`src/rtl/wfa_pkg.sv`:
```
// Shared types and AXI constants for the weight-fetch arbiter.
package wfa_pkg;

  typedef enum logic [1:0] {
    IDLE = 2'd0,
    ADDR = 2'd1,
    DATA = 2'd2
  } state_t;

  localparam logic [1:0] BURST_INCR      = 2'b01;
  localparam logic [1:0] RESP_OKAY       = 2'b00;
  localparam logic [3:0] ARCACHE_DEFAULT = 4'b0011;

  // Whole words that fit between addr and the next 4 KiB page boundary.
  function automatic logic [31:0] beats_to_boundary(input logic [31:0] addr,
                                                    input logic [31:0] bytes_per_word);
    return (32'd4096 - {20'd0, addr[11:0]}) / bytes_per_word;
  endfunction

endpackage

```
`src/rtl/wfa_rr_arbiter.sv`:
```
// Combinational round-robin pick: first valid index at or after ptr, wrapping.
module wfa_rr_arbiter
  import wfa_pkg::*;
#(
  parameter int NUM_REQ = 4,
  parameter int IDX_W   = 2
) (
  input  logic [NUM_REQ-1:0] valid,
  input  logic [IDX_W-1:0]   ptr,
  output logic [NUM_REQ-1:0] grant,
  output logic [IDX_W-1:0]   grant_idx,
  output logic               any
);

  logic [IDX_W-1:0] cand;

  always_comb begin
    grant     = '0;
    grant_idx = '0;
    any       = 1'b0;
    cand      = '0;
    for (int i = 0; i < NUM_REQ; i++) begin
      cand = IDX_W'((int'(ptr) + i) % NUM_REQ);
      if (!any && valid[cand]) begin
        any         = 1'b1;
        grant[cand] = 1'b1;
        grant_idx   = cand;
      end
    end
  end

endmodule

```
`src/rtl/axi_weight_fetch_arb.sv`:
```
// Round-robin scheduler sharing one AXI4 read port among NUM_REQ weight requesters.
// Define WFA_4K_SPLIT_EN to keep every issued burst inside one 4 KiB page.
module axi_weight_fetch_arb
  import wfa_pkg::*;
#(
  parameter int NUM_REQ    = 4,
  parameter int DATA_WIDTH = 32,
  parameter int ADDR_WIDTH = 16,
  parameter int ID_WIDTH   = 8,
  parameter int LEN_WIDTH  = 12,
  parameter int MAX_BURST  = 16
) (
  input  logic                            clk,
  input  logic                            rst_n,
  input  logic [NUM_REQ-1:0]              req_valid,
  output logic [NUM_REQ-1:0]              req_ready,
  input  logic [NUM_REQ*ADDR_WIDTH-1:0]   req_addr,
  input  logic [NUM_REQ*LEN_WIDTH-1:0]    req_len,
  output logic [NUM_REQ-1:0]              rsp_valid,
  input  logic [NUM_REQ-1:0]              rsp_ready,
  output logic [DATA_WIDTH-1:0]           rsp_data,
  output logic                            rsp_last,
  output logic [ID_WIDTH-1:0]             m_axi_arid,
  output logic [ADDR_WIDTH-1:0]           m_axi_araddr,
  output logic [7:0]                      m_axi_arlen,
  output logic [2:0]                      m_axi_arsize,
  output logic [1:0]                      m_axi_arburst,
  output logic                            m_axi_arlock,
  output logic [3:0]                      m_axi_arcache,
  output logic [2:0]                      m_axi_arprot,
  output logic                            m_axi_arvalid,
  input  logic                            m_axi_arready,
  input  logic [ID_WIDTH-1:0]             m_axi_rid,
  input  logic [DATA_WIDTH-1:0]           m_axi_rdata,
  input  logic [1:0]                      m_axi_rresp,
  input  logic                            m_axi_rlast,
  input  logic                            m_axi_rvalid,
  output logic                            m_axi_rready,
  output logic                            busy,
  output logic                            err
);

  localparam int IDX_W = (NUM_REQ > 1) ? $clog2(NUM_REQ) : 1;
  localparam int BYTES = DATA_WIDTH / 8;
  localparam int REM_W = LEN_WIDTH + 1;
  localparam logic [2:0] ARSIZE = 3'($clog2(BYTES));

  state_t                state;
  logic [IDX_W-1:0]      ptr;
  logic [IDX_W-1:0]      grant_q;
  logic [ADDR_WIDTH-1:0] cur_addr;
  logic [REM_W-1:0]      remaining;
  logic [8:0]            burst_left;

  logic [NUM_REQ-1:0]    pick;
  logic [IDX_W-1:0]      pick_idx;
  logic                  pick_any;
  logic [ADDR_WIDTH-1:0] sel_addr;
  logic [LEN_WIDTH-1:0]  sel_len;
  logic [31:0]           cap;
  logic [8:0]            beats;
  logic                  in_addr, in_data, beat_ok, rlast_bad;

  wfa_rr_arbiter #(.NUM_REQ(NUM_REQ), .IDX_W(IDX_W)) u_arb (
    .valid     (req_valid),
    .ptr       (ptr),
    .grant     (pick),
    .grant_idx (pick_idx),
    .any       (pick_any)
  );

  always_comb begin
    sel_addr = '0;
    sel_len  = '0;
    for (int i = 0; i < NUM_REQ; i++) begin
      if (pick_idx == IDX_W'(i)) begin
        sel_addr = req_addr[i*ADDR_WIDTH +: ADDR_WIDTH];
        sel_len  = req_len[i*LEN_WIDTH +: LEN_WIDTH];
      end
    end
  end

  // Burst size: bounded by what is left of the request and the burst cap.
  always_comb begin
`ifdef WFA_4K_SPLIT_EN
    cap = 32'(MAX_BURST);
    if (beats_to_boundary(32'(cur_addr), 32'(BYTES)) < cap)
      cap = beats_to_boundary(32'(cur_addr), 32'(BYTES));
`else
    cap = 32'(MAX_BURST);
`endif
    beats = (32'(remaining) < cap) ? 9'(remaining) : 9'(cap);
  end

  assign in_addr = (state == ADDR);
  assign in_data = (state == DATA);

  // AR fields are driven only while a request is being issued, so idle/reset reads all-zero.
  assign m_axi_arvalid = in_addr;
  assign m_axi_araddr  = in_addr ? cur_addr : '0;
  assign m_axi_arlen   = in_addr ? 8'(beats - 9'd1) : '0;
  assign m_axi_arid    = in_addr ? ID_WIDTH'(grant_q) : '0;
  assign m_axi_arsize  = in_addr ? ARSIZE : '0;
  assign m_axi_arburst = in_addr ? BURST_INCR : '0;
  assign m_axi_arcache = in_addr ? ARCACHE_DEFAULT : '0;
  assign m_axi_arlock  = 1'b0;
  assign m_axi_arprot  = '0;

  assign m_axi_rready = in_data & rsp_ready[grant_q];
  assign rsp_data     = in_data ? m_axi_rdata : '0;
  assign rsp_last     = in_data & m_axi_rvalid & (remaining == REM_W'(1));
  assign req_ready    = (state == IDLE) ? pick : '0;
  assign busy         = (state != IDLE);
  assign beat_ok      = in_data & m_axi_rvalid & m_axi_rready;
  assign rlast_bad    = m_axi_rlast ? (burst_left != 9'd1) : (burst_left == 9'd1);

  always_comb begin
    rsp_valid = '0;
    if (in_data) rsp_valid[grant_q] = m_axi_rvalid;
  end

  always_ff @(posedge clk or negedge rst_n) begin
    if (!rst_n) begin
      state      <= IDLE;
      ptr        <= '0;
      grant_q    <= '0;
      cur_addr   <= '0;
      remaining  <= '0;
      burst_left <= '0;
      err        <= 1'b0;
    end else begin
      case (state)
        IDLE: begin
          if (pick_any) begin
            grant_q   <= pick_idx;
            cur_addr  <= sel_addr;
            remaining <= {1'b0, sel_len} + REM_W'(1);
            ptr       <= (pick_idx == IDX_W'(NUM_REQ - 1)) ? '0 : pick_idx + IDX_W'(1);
            state     <= ADDR;
          end
        end
        ADDR: begin
          if (m_axi_arready) begin
            burst_left <= beats;
            state      <= DATA;
          end
        end
        DATA: begin
          if (beat_ok) begin
            if (remaining != '0) remaining <= remaining - REM_W'(1);
            if (burst_left != '0) burst_left <= burst_left - 9'd1;
            cur_addr <= cur_addr + ADDR_WIDTH'(BYTES);
            // Protocol problems are only flagged; the transfer runs on regardless.
            if (m_axi_rresp != RESP_OKAY || m_axi_rid != ID_WIDTH'(grant_q) || rlast_bad)
              err <= 1'b1;
            if (m_axi_rlast)
              state <= (remaining <= REM_W'(1)) ? IDLE : ADDR;
          end
        end
        default: state <= IDLE;
      endcase
    end
  end

endmodule
```
`config.mk`:
```
export PLATFORM = sky130hd
export DESIGN_NAME = axi_weight_fetch_arb
export DESIGN_NICKNAME = d
export VERILOG_FILES = /design/src/rtl/wfa_pkg.sv /design/src/rtl/wfa_rr_arbiter.sv /design/src/rtl/axi_weight_fetch_arb.sv
export SDC_FILE = /design/constraint.sdc
export NUM_CORES = 1
export LEC_CHECK = 0
export ABC_AREA = 0
export CAP_MARGIN = 20
export CORE_MARGIN = 2
export CORE_UTILIZATION = 40
export DETAILED_ROUTE_END_ITERATION = 8
export HOLD_SLACK_MARGIN = 0.12
export PLACE_DENSITY = 0.8
export SYNTH_ARGS = -nofsm -noshare
export SYNTH_HDL_FRONTEND = slang
export SYNTH_SLANG_ARGS = --single-unit
```
`constraint.sdc`:
```
create_clock -name clk -period 6.2 [get_ports clk]
set_input_delay 1.55 -clock clk [delete_from_list [all_inputs] [get_ports clk]]
set_output_delay 1.55 -clock clk [all_outputs]
set_load 0.02 [all_outputs]
```
==> flow_metrics.py <==
metrics = {
    "sta": {
        "min_period_ns": 5.57,
        "rsz0062_at_grt": "false",
        "max_freq_mhz": 179,
        "worst_pin_slew_ns": 0.768,
        "fin_ws_ns": 0.628,
        "slew_violations": 0,
        "post-route-period-util_pct": 89.9,
        "hold_violations": 0,
        "tns_ns": 0,
        "setup_viol": 0,
        "slew_headroom_pct": 48.7,
        "clock_skew_ns": 0.00908,
    },
    "logic_synthesis": {
        "synth_ff_type": "dfrtp_1",
        "synth-xor-area-share_pct": 1.72,
        "synth_edf_count": 0,
        "synth_simple_gate_area_share_pct": 32.5,
        "avgSynthCellArea_um2": 7.08,
        "ys_ff_latch": 45,
        "seq_area_frac_synth_pct": 22.1,
        "synth_top_family_by_area": "simple AND/OR/NAND/NOR gates",
        "synthAdderAreaFrac_pct": 4.66,
        "async_flop_share_pct": 100,
        "yosys_warnings": 0,
        "ys_types": 68,
        "synthMostInstantiatedCell": "a21oi_1",
        "netlist_top_cells_area": "dfrtp_1 (22%), a21oi_1 (8.7%), and2_1 (6.3%)",
        "synthTopCellsByCount": "a21oi_1 (89), nand2_1 (85), nor2_1 (56)",
        "synthMuxAreaShare_pct": 1.96,
        "synth.top_cell.area_share_pct": 22.1,
        "synth_compound_area_share_pct": 28.2,
        "synth_top_area_cell": "dfrtp_1",
        "syn_area_um2": 5100,
        "synthCells": 720,
    },
    "detailed_routing": {
        "routed_via_density": 5.55,
        "wirelength_um": 17500,
        "dr.pass1.iters": 5,
        "drcViolationCount": 0,
        "drtIter0Drc": 560,
        "vias": 6062,
        "wire_per_inst_um": 16.0,
        "ant_nets": 0,
    },
    "worst_setup_path": {
        "r2r_start": "ptr[0]",
        "rr_endpoint": "remaining[10]",
        "cpPeakStageDelay_ns": 0.61,
        "r2r_cells": 15,
        "critPathArrivalTime_ns": 4.02,
        "cp.required_ns": 4.65,
        "crit_type": "in -> out",
        "crit_fanout": 13,
        "cp_slowest_cell": "mux4_2",
        "rrSetupSlack_ns": 1.13,
        "critPathLaunchType": "input pin",
        "end_kind": "primary output",
        "cp_cell_sequence": "clkdlybuf4s50_1 > mux4_2 > nor2b_1 > a22oi_1 > nor2_1 > a221oi_1 > nor2_1 > clkdlybuf4s50_1",
    },
    "global_routing": {
        "grtUsageTotal_pct": 24.2,
        "grt_pass1_vias": 5507,
        "grt_max_degree": 49,
        "antenna_found_initial": 0,
        "grt_remaining_overflow": 0,
        "grt_pass1_wl_um": 26700,
    },
    "power_and_ir_drop": {
        "ir_drop_uv": 382,
        "p_total_mw": 4.14,
        "p_per_area_nw_per_um2": 542,
        "p_leak_nw": 2.87,
    },
    "place": {
        "io_buffers": 241,
        "dpl.hpwl_um": 13500,
        "place_congestion": 0.973,
        "dp.cells": 1083,
        "dpl_worst_slack_ns": 0.513,
    },
    "cells_and_area": {
        "multi_input_area_um2": 3580,
        "seq_area_um2": 1130,
        "drive_above_1_share_pct": 3.91,
        "syn_to_final_growth_pct": 50.0,
        "diodes": 0,
        "finalNonFillerCells": 1092,
        "nFillCells": 1193,
        "nets": 1105,
    },
    "floorplanning": {
        "rows": 41,
        "chipWidth_um": 117,
        "start_util_pct": 40.7,
        "die_h_um": 117,
        "dieArea_um2": 13700,
        "core_area_um2": 12500,
        "ios": 257,
    },
    "min_path": {
        "min-delay-start": "cur_addr[1]",
        "min_path_cells": 2,
        "hold_end": "cur_addr[1]",
        "holdCritPathClass": "reg -> reg",
    },
    "clock_tree": {
        "htreeDepth": 2,
        "cts_tree": "built",
        "clkTransAtPathRegs_ns": 0.07,
        "numCtsBuffers": 5,
        "holdBufCountCts": 0,
        "clk_latency_ns": 0.29,
        "ctsResizeCount": 0,
        "cts_setup_buffers": 0,
        "cts_root_buf": "clkbuf_16",
        "clock_sinks": 45,
        "cts_buffer_depth": 2,
    },
    "job": {
        "drv_cap": 0,
    },
    "run_status": {
        "status": "completed",
    },
}
## registers in the layout, indices dropped and copies added, names as in the netlist
name	cells
grant_q	2
state	2
err	1
remaining	13
ptr	2
cur_addr	16
burst_left	9
## per-layer routing
metal	global-route usage (%)	vias to the layer above	wire (um)	share of wire, %
met5	0	-	0	0
met2	40.0	296	8180	47
met3	2.78	23	1390	7.9
li1	-	2966	-	-
met1	33.9	2777	7630	44
met4	5.73	0	313	1.8
## kinds of logic (layout without fill, tap and decap cells)
logic type               after synthesis  in the layout
other                                  1             15
XOR/XNOR                              10             10
AND/OR/NAND/NOR                      315            315
adder cells (fa/ha/maj)               19             19
buffers and inverters                 91            277
flip-flops                            45             45
multiplexers                           5              5
AO/OA/AOI/OAI                        234            234
## critical path, delay by kind of cell
| family | cells | cell delay [ns] |
|---|---|---|
| simple gates | 3 | 0.49 |
| mux | 1 | 0.61 |
| compound gates | 2 | 0.16 |
| buf+inv | 2 | 1.20 |
## layout by cell type, fill, tap and decap left out, types with 5 or more instances in the layout
| cell type | n |
|---|---|
| o21ai_0 | 48 |
| a22oi_1 | 9 |
| clkdlybuf4s50_1 | 240 |
| nand2_1 | 85 |
| nor3b_1 | 5 |
| o31ai_1 | 7 |
| a22o_1 | 6 |
| ha_1 | 19 |
| nand4_1 | 5 |
| or2_2 | 5 |
| a211oi_1 | 5 |
| nor2_1 | 56 |
| nand3b_1 | 22 |
| dfrtp_1 | 45 |
| a31oi_1 | 12 |
| and3_1 | 5 |
| a21oi_1 | 89 |
| nor4_1 | 10 |
| o22ai_1 | 7 |
| o221ai_1 | 5 |
| nand3_1 | 21 |
| xnor2_1 | 8 |
| inv_1 | 17 |
| conb_1 | 15 |
| clkbuf_16 | 5 |
| and2_1 | 51 |
| nor3_1 | 19 |
| o211ai_1 | 11 |
| nand2b_1 | 7 |
| buf_4 | 9 |
## stage by stage
step	area (um^2)	utilization, %	hold slack [ns]
6_report	7640	61.1	0.494
5_1_grt	7640	61.1	0.502
4_1_cts	7620	60.9	0.501
3_5_place_dp	7470	59.6	0.484
3_3_place_gp	7470	59.6	0.456
2_1_floorplan	5150	-	0.442
## final cells by class
type / count / share of cell area (%)
Multi-Input combinational cell: 598 / 46.9
Timing Repair Buffer: 251 / 32.6
Sequential cell: 45 / 14.7
Tap cell: 172 / 2.82
Clock buffer: 7 / 2.00
Inverter: 18 / 0.884
Clock inverter: 1 / 0.0655
## power by group
group          internal [mW]  leakage (nW)  switching, mW
sequential             0.440         0.552          0.208
clock                  0.171        0.0799          0.114
combinational           1.32          2.24           1.89
## worst max-delay path by stage
stage	cells after the start	from	slack, ns	to
4_1_cts	8	req_valid[1]	0.66	req_ready[3]
5_1_grt	14	req_valid[1]	0.22	remaining[10]
2_1_floorplan	17	req_valid[2]	1.25	remaining[2]
3_5_place_dp	15	req_valid[1]	0.51	remaining[2]
6_report	8	req_valid[1]	0.63	req_ready[3]
3_3_place_gp	15	req_valid[1]	0.63	remaining[2]
Note: power is estimated with default switching activity, not from simulation.
